**src/rtl/instr_fetch.sv**
```systemverilog
// instr_fetch: single-outstanding instruction fetch unit with branch/jump redirect.
// Optional feature: define IFETCH_MISALIGN_TRAP_EN to trap misaligned redirect
// targets in a FAULT state (fetch_fault=1) instead of silently aligning them.
module instr_fetch #(
  parameter logic [31:0] RESET_PC = 32'h0000_0000
) (
  input  logic        clk,
  input  logic        reset,
  input  logic        fetch_en,
  input  logic        redirect,
  input  logic [31:0] redirect_pc,
  output logic        mem_req,
  output logic [31:0] mem_addr,
  input  logic        mem_ack,
  input  logic [31:0] mem_rdata,
  output logic        write_ir,
  output logic [31:0] instruction,
  output logic [31:0] pc_out,
  output logic        fetch_fault,
  output logic        busy
);

  typedef enum logic [1:0] {IDLE, WAIT, DROP, FAULT} state_t;

  localparam logic [31:0] WORD_MASK = 32'hFFFF_FFFC;

  state_t      state;
  state_t      next_state;
  logic [31:0] pc;
  logic [31:0] req_addr;
  logic        aligned;
  logic        redirect_ok;
  logic        redirect_bad;
  logic        accept;
  logic        fault_q;

`ifdef IFETCH_MISALIGN_TRAP_EN
  assign aligned = (redirect_pc[1:0] == 2'b00);
`else
  assign aligned = 1'b1;
`endif

  assign redirect_ok  = redirect & aligned;
  assign redirect_bad = redirect & ~aligned;
  // A word is delivered only when the ack lands in WAIT with no competing redirect.
  assign accept       = (state == WAIT) & mem_ack & ~redirect;

  // State register.
  always_ff @(posedge clk or negedge reset) begin
    if (!reset) state <= IDLE;
    else        state <= next_state;
  end

  // Next-state logic; an issued request always runs to its ack, via DROP if redirected.
  always_comb begin
    next_state = state;
    case (state)
      IDLE: begin
        if (redirect_bad)     next_state = FAULT;
        else if (redirect_ok) next_state = IDLE;
        else if (fetch_en)    next_state = WAIT;
      end
      WAIT: begin
        if (redirect) begin
          if (!mem_ack)         next_state = DROP;
          else if (redirect_bad) next_state = FAULT;
          else                  next_state = IDLE;
        end else if (mem_ack) begin
          next_state = IDLE;
        end
      end
      DROP: begin
        if (mem_ack) begin
          if (redirect_bad)     next_state = FAULT;
          else if (redirect_ok) next_state = IDLE;
          else if (fault_q)     next_state = FAULT;
          else                  next_state = IDLE;
        end
      end
      FAULT: begin
        if (redirect_ok) next_state = IDLE;
      end
      default: next_state = IDLE;
    endcase
  end

  // Output decode; the address is frozen in req_addr while a request is outstanding.
  always_comb begin
    mem_req  = (state == WAIT) || (state == DROP);
    busy     = (state != IDLE);
    mem_addr = mem_req ? req_addr : pc;
  end

  // PC, request address and instruction register datapath.
  always_ff @(posedge clk or negedge reset) begin
    if (!reset) begin
      pc          <= RESET_PC & WORD_MASK;
      req_addr    <= RESET_PC & WORD_MASK;
      instruction <= 32'h0;
      pc_out      <= 32'h0;
      write_ir    <= 1'b0;
    end else begin
      write_ir <= accept;
      if (state == IDLE) req_addr <= pc;
      if (redirect_ok) begin
        pc <= redirect_pc & WORD_MASK;
      end else if (accept) begin
        pc <= pc + 32'd4;
      end
      if (accept) begin
        instruction <= mem_rdata;
        pc_out      <= req_addr;
      end
    end
  end

`ifdef IFETCH_MISALIGN_TRAP_EN
  // Fault flag: set by any misaligned redirect, cleared by an aligned one.
  always_ff @(posedge clk or negedge reset) begin
    if (!reset)            fault_q <= 1'b0;
    else if (redirect_bad) fault_q <= 1'b1;
    else if (redirect_ok)  fault_q <= 1'b0;
  end
`else
  assign fault_q = 1'b0;
`endif

  assign fetch_fault = fault_q;

endmodule

```
**config.mk**
```make
export PLATFORM = sky130hd
export DESIGN_NAME = instr_fetch
export DESIGN_NICKNAME = d
export VERILOG_FILES = /design/src/rtl/instr_fetch.sv
export SDC_FILE = /design/constraint.sdc
export NUM_CORES = 1
export LEC_CHECK = 0
export BUFFER_PORTS_ARGS = -buffer_cell sky130_fd_sc_hd__buf_2
export CAP_MARGIN = 20
export CORE_MARGIN = 1
export CORE_UTILIZATION = 52
export CTS_CLUSTER_DIAMETER = 30
export DETAILED_ROUTE_END_ITERATION = 7
export GPL_ROUTABILITY_DRIVEN = 1
export GPL_TIMING_DRIVEN = 0
export PLACE_DENSITY = 0.79
export SLEW_MARGIN = 0
export SYNTH_ARGS = -nofsm -noshare
export SYNTH_HDL_FRONTEND = slang
export SYNTH_SLANG_ARGS = --single-unit
```
**constraint.sdc**
```tcl
create_clock -name clk -period 2.7 [get_ports clk]
set_input_delay 0.27 -clock clk [delete_from_list [all_inputs] [get_ports clk]]
set_output_delay 0.27 -clock clk [all_outputs]
set_load 0.1 [all_outputs]
```
# Yosys cells after proc, flatten, opt, wreduce, memory -nomap -nowiden

Index checks and enable logic that the tools add are counted.

Register bits after elaboration: 131
Output and inout port bits: 100
Word-level logic and storage cells: 30

$add $sub $neg: 1
Equal/unequal tests: 5
Multiplexer cells: 10
Bitwise gates (word level): 3
Reduce and logical (&&, ||, !) cells: 5

Operators by type and width:

| kind                                                | number |
|---|---|
| 2-to-1 mux 32 bit                                   | 3 |
| adder 32 x 3 -> 32 bit, second input constant       | 1 |
| 2-to-1 mux 2 bit                                    | 6 |
| case mux 2 bit (4 select lines)                     | 1 |
| equality test 2 bit, second input constant          | 2 |
| nonzero test 2 bit                                  | 2 |
| != test 3 bit, second input constant                | 1 |
| bitwise AND 1 bit                                   | 2 |
| equality test 2 x 1 -> 1 bit, second input constant | 1 |
| zero test 2 bit                                     | 1 |
| != test 2 bit, second input constant                | 1 |
| AND reduction 2 bit                                 | 1 |
| logical OR 1 bit                                    | 1 |
| NOT 1 bit                                           | 1 |

# Logic depth before layout (Yosys ltp)

Word-level depth: 5
Depth in mapped cells: 8
Depth with buffers taken out: 6

# Worst setup path before layout

No wires, ideal clock.

Path type: reg-to-output
Start point: register state[0]
End point: output mem_addr[15]
Arrival time: 3748 ps
Data required time: 2430 ps
Slack: -1318 ps
Stages on the path, launching flop included: 6
Cell sequence: dfrtp_1 -> inv_1 -> ha_1 -> clkbuf_1 -> clkbuf_1 -> o21ai_0

Cells in the longest elaborated chain, start to end: 3
Elaborated cells on any way between the ends: 4
Classes of those cells: 2 x eq/ne; 1 x mux; 1 x reduce/logical

Ends and longest elaborated chain:

| element                                                                    | line | text |
|---|---|---|
| start, declared                                                            | 27   | `state_t state;` |
| start signal, assigned                                                     | 51   | `else state <= next_state;` |
| equality test 2 x 1 -> 1 bit / equality test 2 bit (equally long branches) | 89   | `mem_req = (state == WAIT) \|\| (state == DROP);` |
| logical OR 1 bit (*)                                                       | 89   |  |
| net mem_req                                                                | 12   | `output logic mem_req,` |
| 2-to-1 mux 32 bit (*)                                                      | 91   | `mem_addr = mem_req ? req_addr : pc;` |
| end, declared                                                              | 13   | `output logic [31:0] mem_addr,` |

Mark *: on every way through the listed nets, which the timed path passes. The rest lies on a longest branch.

# Final worst setup path

Start point: register state[0]
End point: output mem_addr[10]

Cells in the longest elaborated chain, start to end: 3
Elaborated cells on any way between the ends: 4
Classes of those cells: 2 x eq/ne; 1 x mux; 1 x reduce/logical

Ends and longest elaborated chain:

| element                                                                    | line |
|---|---|
| equality test 2 x 1 -> 1 bit / equality test 2 bit (equally long branches) | 89 |
| logical OR 1 bit (*)                                                       | 89 |
| 2-to-1 mux 32 bit (*)                                                      | 91 |

Every way passes the cells marked *; elsewhere a longest branch is shown, timed or not.

==> key figures <==
Run status
  – Status: complete, no violations

Cells and area
  – N_diodes: 0
  – Design area: 0.00788 mm2
  – Area growth syn-to-layout: 36.4%
  – Share of cells above drive strength 1: 32.2%
  – Layout fillers: 780
  – Fin nets: 904
  – Finished Layout Cells: 981

Clock network
  – CTS buffer count: 17
  – Setup repair bufs after CTS: 0
  – CTS root buf: clkbuf_8
  – CTS Buffer Depth: 2
  – Htree depth: 4
  – TritonCTS clock tree: built
  – CTS Sinks: 125
  – Clk slew on worst S/H paths: 0.06 ns
  – Latest clock arrival within the worst-skew pair: 0.51 ns

Worst setup path
  – Crit-path cells: inv_1 > ha_4 > buf_4 > mux2_2 > buf_2
  – Critical R2R Capture: pc[30]
  – R2r setup slk: 0.19 ns
  – Critical path endpoint category: output port
  – CP arrival: 2.26 ns
  – Critical R2R Launch: state[1]
  – Worst path top cell family by delay: buffers and inverters
  – WP depth: 5
  – Worst setup SP type: register
  – WP buf/inv: 3
  – Cell count of the worst reg-to-reg path: 8
  – Max Fanout on Critical Path: 10
  – Kind of critical path: register to output port
  – Max incr delay on CP: 0.40 ns
  – WP data required: 2.43 ns
  – End of the critical path: mem_addr[10]
  – Critical Path Slowest Stage Cell: dfrtp_1
  – Setup crit start: state[0]

Synthesis
  – Sequential area share after synthesis: 54.2%
  – Syn Inst Count: 597
  – Top_reg_cell synth: dfrtp_1
  – Area share of and/or/nand/nor cells after synthesis: 21.8%
  – Synth Area in Compound Gates: 6.09%
  – Post-synth EDFFs: 0
  – Mux cell area share after synthesis: 10.9%
  – Post-synthesis xor/xnor area fraction: 1.82%
  – Commonest cells in the netlist: nand2_1 (219), dfrtp_1 (125), mux2_2 (55)
  – Cell Area, Synth: 0.00578 mm2
  – Post-synth cell types: 38
  – Yosys warns: 0
  – Leading area contributor after synthesis: dfrtp_1
  – Avg Inst Size Synth: 9.67 um2
  – Synth Area in Adders: 1.08%
  – Synth top area cells: dfrtp_1 (54%), nand2_1 (14%), mux2_2 (11%)
  – Largest family of logic cells by synthesized area: simple AND/OR/NAND/NOR gates
  – Area share of the largest cell type after synthesis: 54.2%
  – Asr flop ratio synth: 100%
  – Seq cells post-synth: 125
  – Most frequent cell after synthesis: nand2_1

Floorplanning
  – Core area: 0.0108 mm2
  – Starting Density: 53.3%
  – Die area: 0.0115 mm2
  – IO Pins: 169
  – Site row count: 38
  – Die Ht: 107 um
  – DIE WIDTH: 107 um

STA
  – Pins Over Slew Limit: 0
  – Worst slew pin tran: 0.638 ns
  – Fmax: 0.396 GHz
  – Clk_skew: 0.00531 ns
  – Tmin final: 2.53 ns
  – Final setup violation count: 0
  – WHS: 0.0264 ns
  – RSZ-0062 raised after global routing: no
  – Slew headroom: 57.5%
  – Final Hold Fails: 0
  – Tcrit/Tclk final: 93.6%
  – Final setup margin: 0.172 ns

Hold path
  – HP Class: input port to register

Routing
  – Iteration-0 DRC count of the detailed router: 248
  – Post-DRT Antenna Nets: 0
  – Routed wl met2: 7.80 mm
  – Routed length per instance: 15.7 um
  – Via density per instance: 5.33
  – Met3 wire len: 904 um
  – Top Layer Used: met4
  – Drt pass-1 iters: 4
  – DRC: 0
  – Routed WL: 15.4 mm
  – WL met1: 6.33 mm
  – Vias: 5225

Placed design
  – Post-DP HPWL: 10.4 mm
  – Pre-CTS setup slack: -0.0878 ns
  – DP Area: 0.00682 mm2
  – I/O Buffers: 159
  – Placer congestion estimate: 0.848
  – Placed cell count: 901

Global routing
  – Initial antenna violation count: 0
  – Total grt overflow: 0
  – Largest net degree at the start of global routing: 79
  – Tot GR Track Use: 27.9%
  – First-pass GRT wire length: 24.9 mm
  – Vias in the first global route: 5334

Job
  – Max-capacitance violation count: 0
==> stage by stage <==
step,util [%],setup TNS (ns)
4_1_cts,72.5,0
6_report,72.7,0
5_1_grt,72.7,0
2_1_floorplan,-,0
3_5_place_dp,62.9,-0.793
3_3_place_gp,62.6,-25.61
==> worst min-delay path by stage <==
stage | startpoint | to | slack (ns) | cells past startpoint
2_1_floorplan | reset | instruction[0] | -0.03 | 0
3_3_place_gp | instruction[19] | instruction[19] | 0.45 | 2
3_5_place_dp | reset | instruction[7] | 0.22 | 1
4_1_cts | redirect_pc[30] | pc[30] | 0.005 | 3
5_1_grt | redirect_pc[20] | pc[20] | 0.01 | 3
6_report | redirect_pc[30] | pc[30] | 0.03 | 3
==> state kept, by name, summed over array words and instances (netlist names) <==
name	flops
write_ir	1
instruction	32
state	2
pc_out	30
pc	30
req_addr	30
==> placed cells by master, fill, tap and decap left out, types with 2 or more instances in the layout <==
master,count
o31ai_1,13
mux2_2,55
xor2_1,4
nand4_1,5
nand3_1,13
o21ai_2,5
buf_1,4
o21ai_0,15
buf_4,14
nand2_1,219
nor3_1,3
clkbuf_16,16
and4_1,2
o211ai_1,2
nor2_1,17
xnor2_1,8
buf_2,153
conb_1,5
clkbuf_1,23
clkbuf_2,3
or3_1,2
nor4_1,4
clkinvlp_4,3
a32o_1,2
buf_6,3
dlygate4sd3_1,51
a31oi_1,14
nand4_2,2
or2_2,3
ha_1,4
clkbuf_8,5
and3_1,2
clkinv_2,3
dfrtp_1,125
or4_1,18
inv_1,9
==> routing by layer <==
metal  global-route usage [%]  vias to the layer above
met3                     6.96                       29
met4                     11.6                        0
met1                     33.6                     2517
met2                     47.6                      199
met5                        0                        -
li1                         -                     2480
==> cells by family after synthesis <==
kind of cell	after synthesis
other cells	1
buf+inv	51
simple gates	292
flops	125
mux	56
xor+xnor	12
compound gates	55
fa+ha+maj	5
==> worst reg2reg max path, stage by stage, from the launching register on <==
cell and delay (ns):
dfrtp_1 0.41, inv_1 0.13, ha_1 0.17, buf_4 0.14, nand4_2 0.15, or4_4 0.61, buf_6 0.17, or4_1 0.48
a31oi_1 0.17
==> repair_timing <==
action	CTS	global route
endpoints found under the hold margin	97	0
resized for setup	10	6
endpoints found under the setup margin	25	22
hold buffers	51	0
==> layout make-up <==
| cell class | instances | area [um2] | share of cell area [%] |
|---|---|---|---|
| well taps | 140 | 175 | 2.22 |
| flip-flops and latches | 125 | 3130 | 39.7 |
| plain buffers | 39 | 200 | 2.54 |
| repair buffers | 211 | 1360 | 17.2 |
| clock inverters | 6 | 37.5 | 0.476 |
| inverters | 11 | 41.3 | 0.524 |
| clock buffers | 24 | 480 | 6.10 |
| multi-input cells | 425 | 2460 | 31.2 |
Power is not shown: default switching activity piles up to over one toggle a cycle in this logic, so the estimate is an artifact.
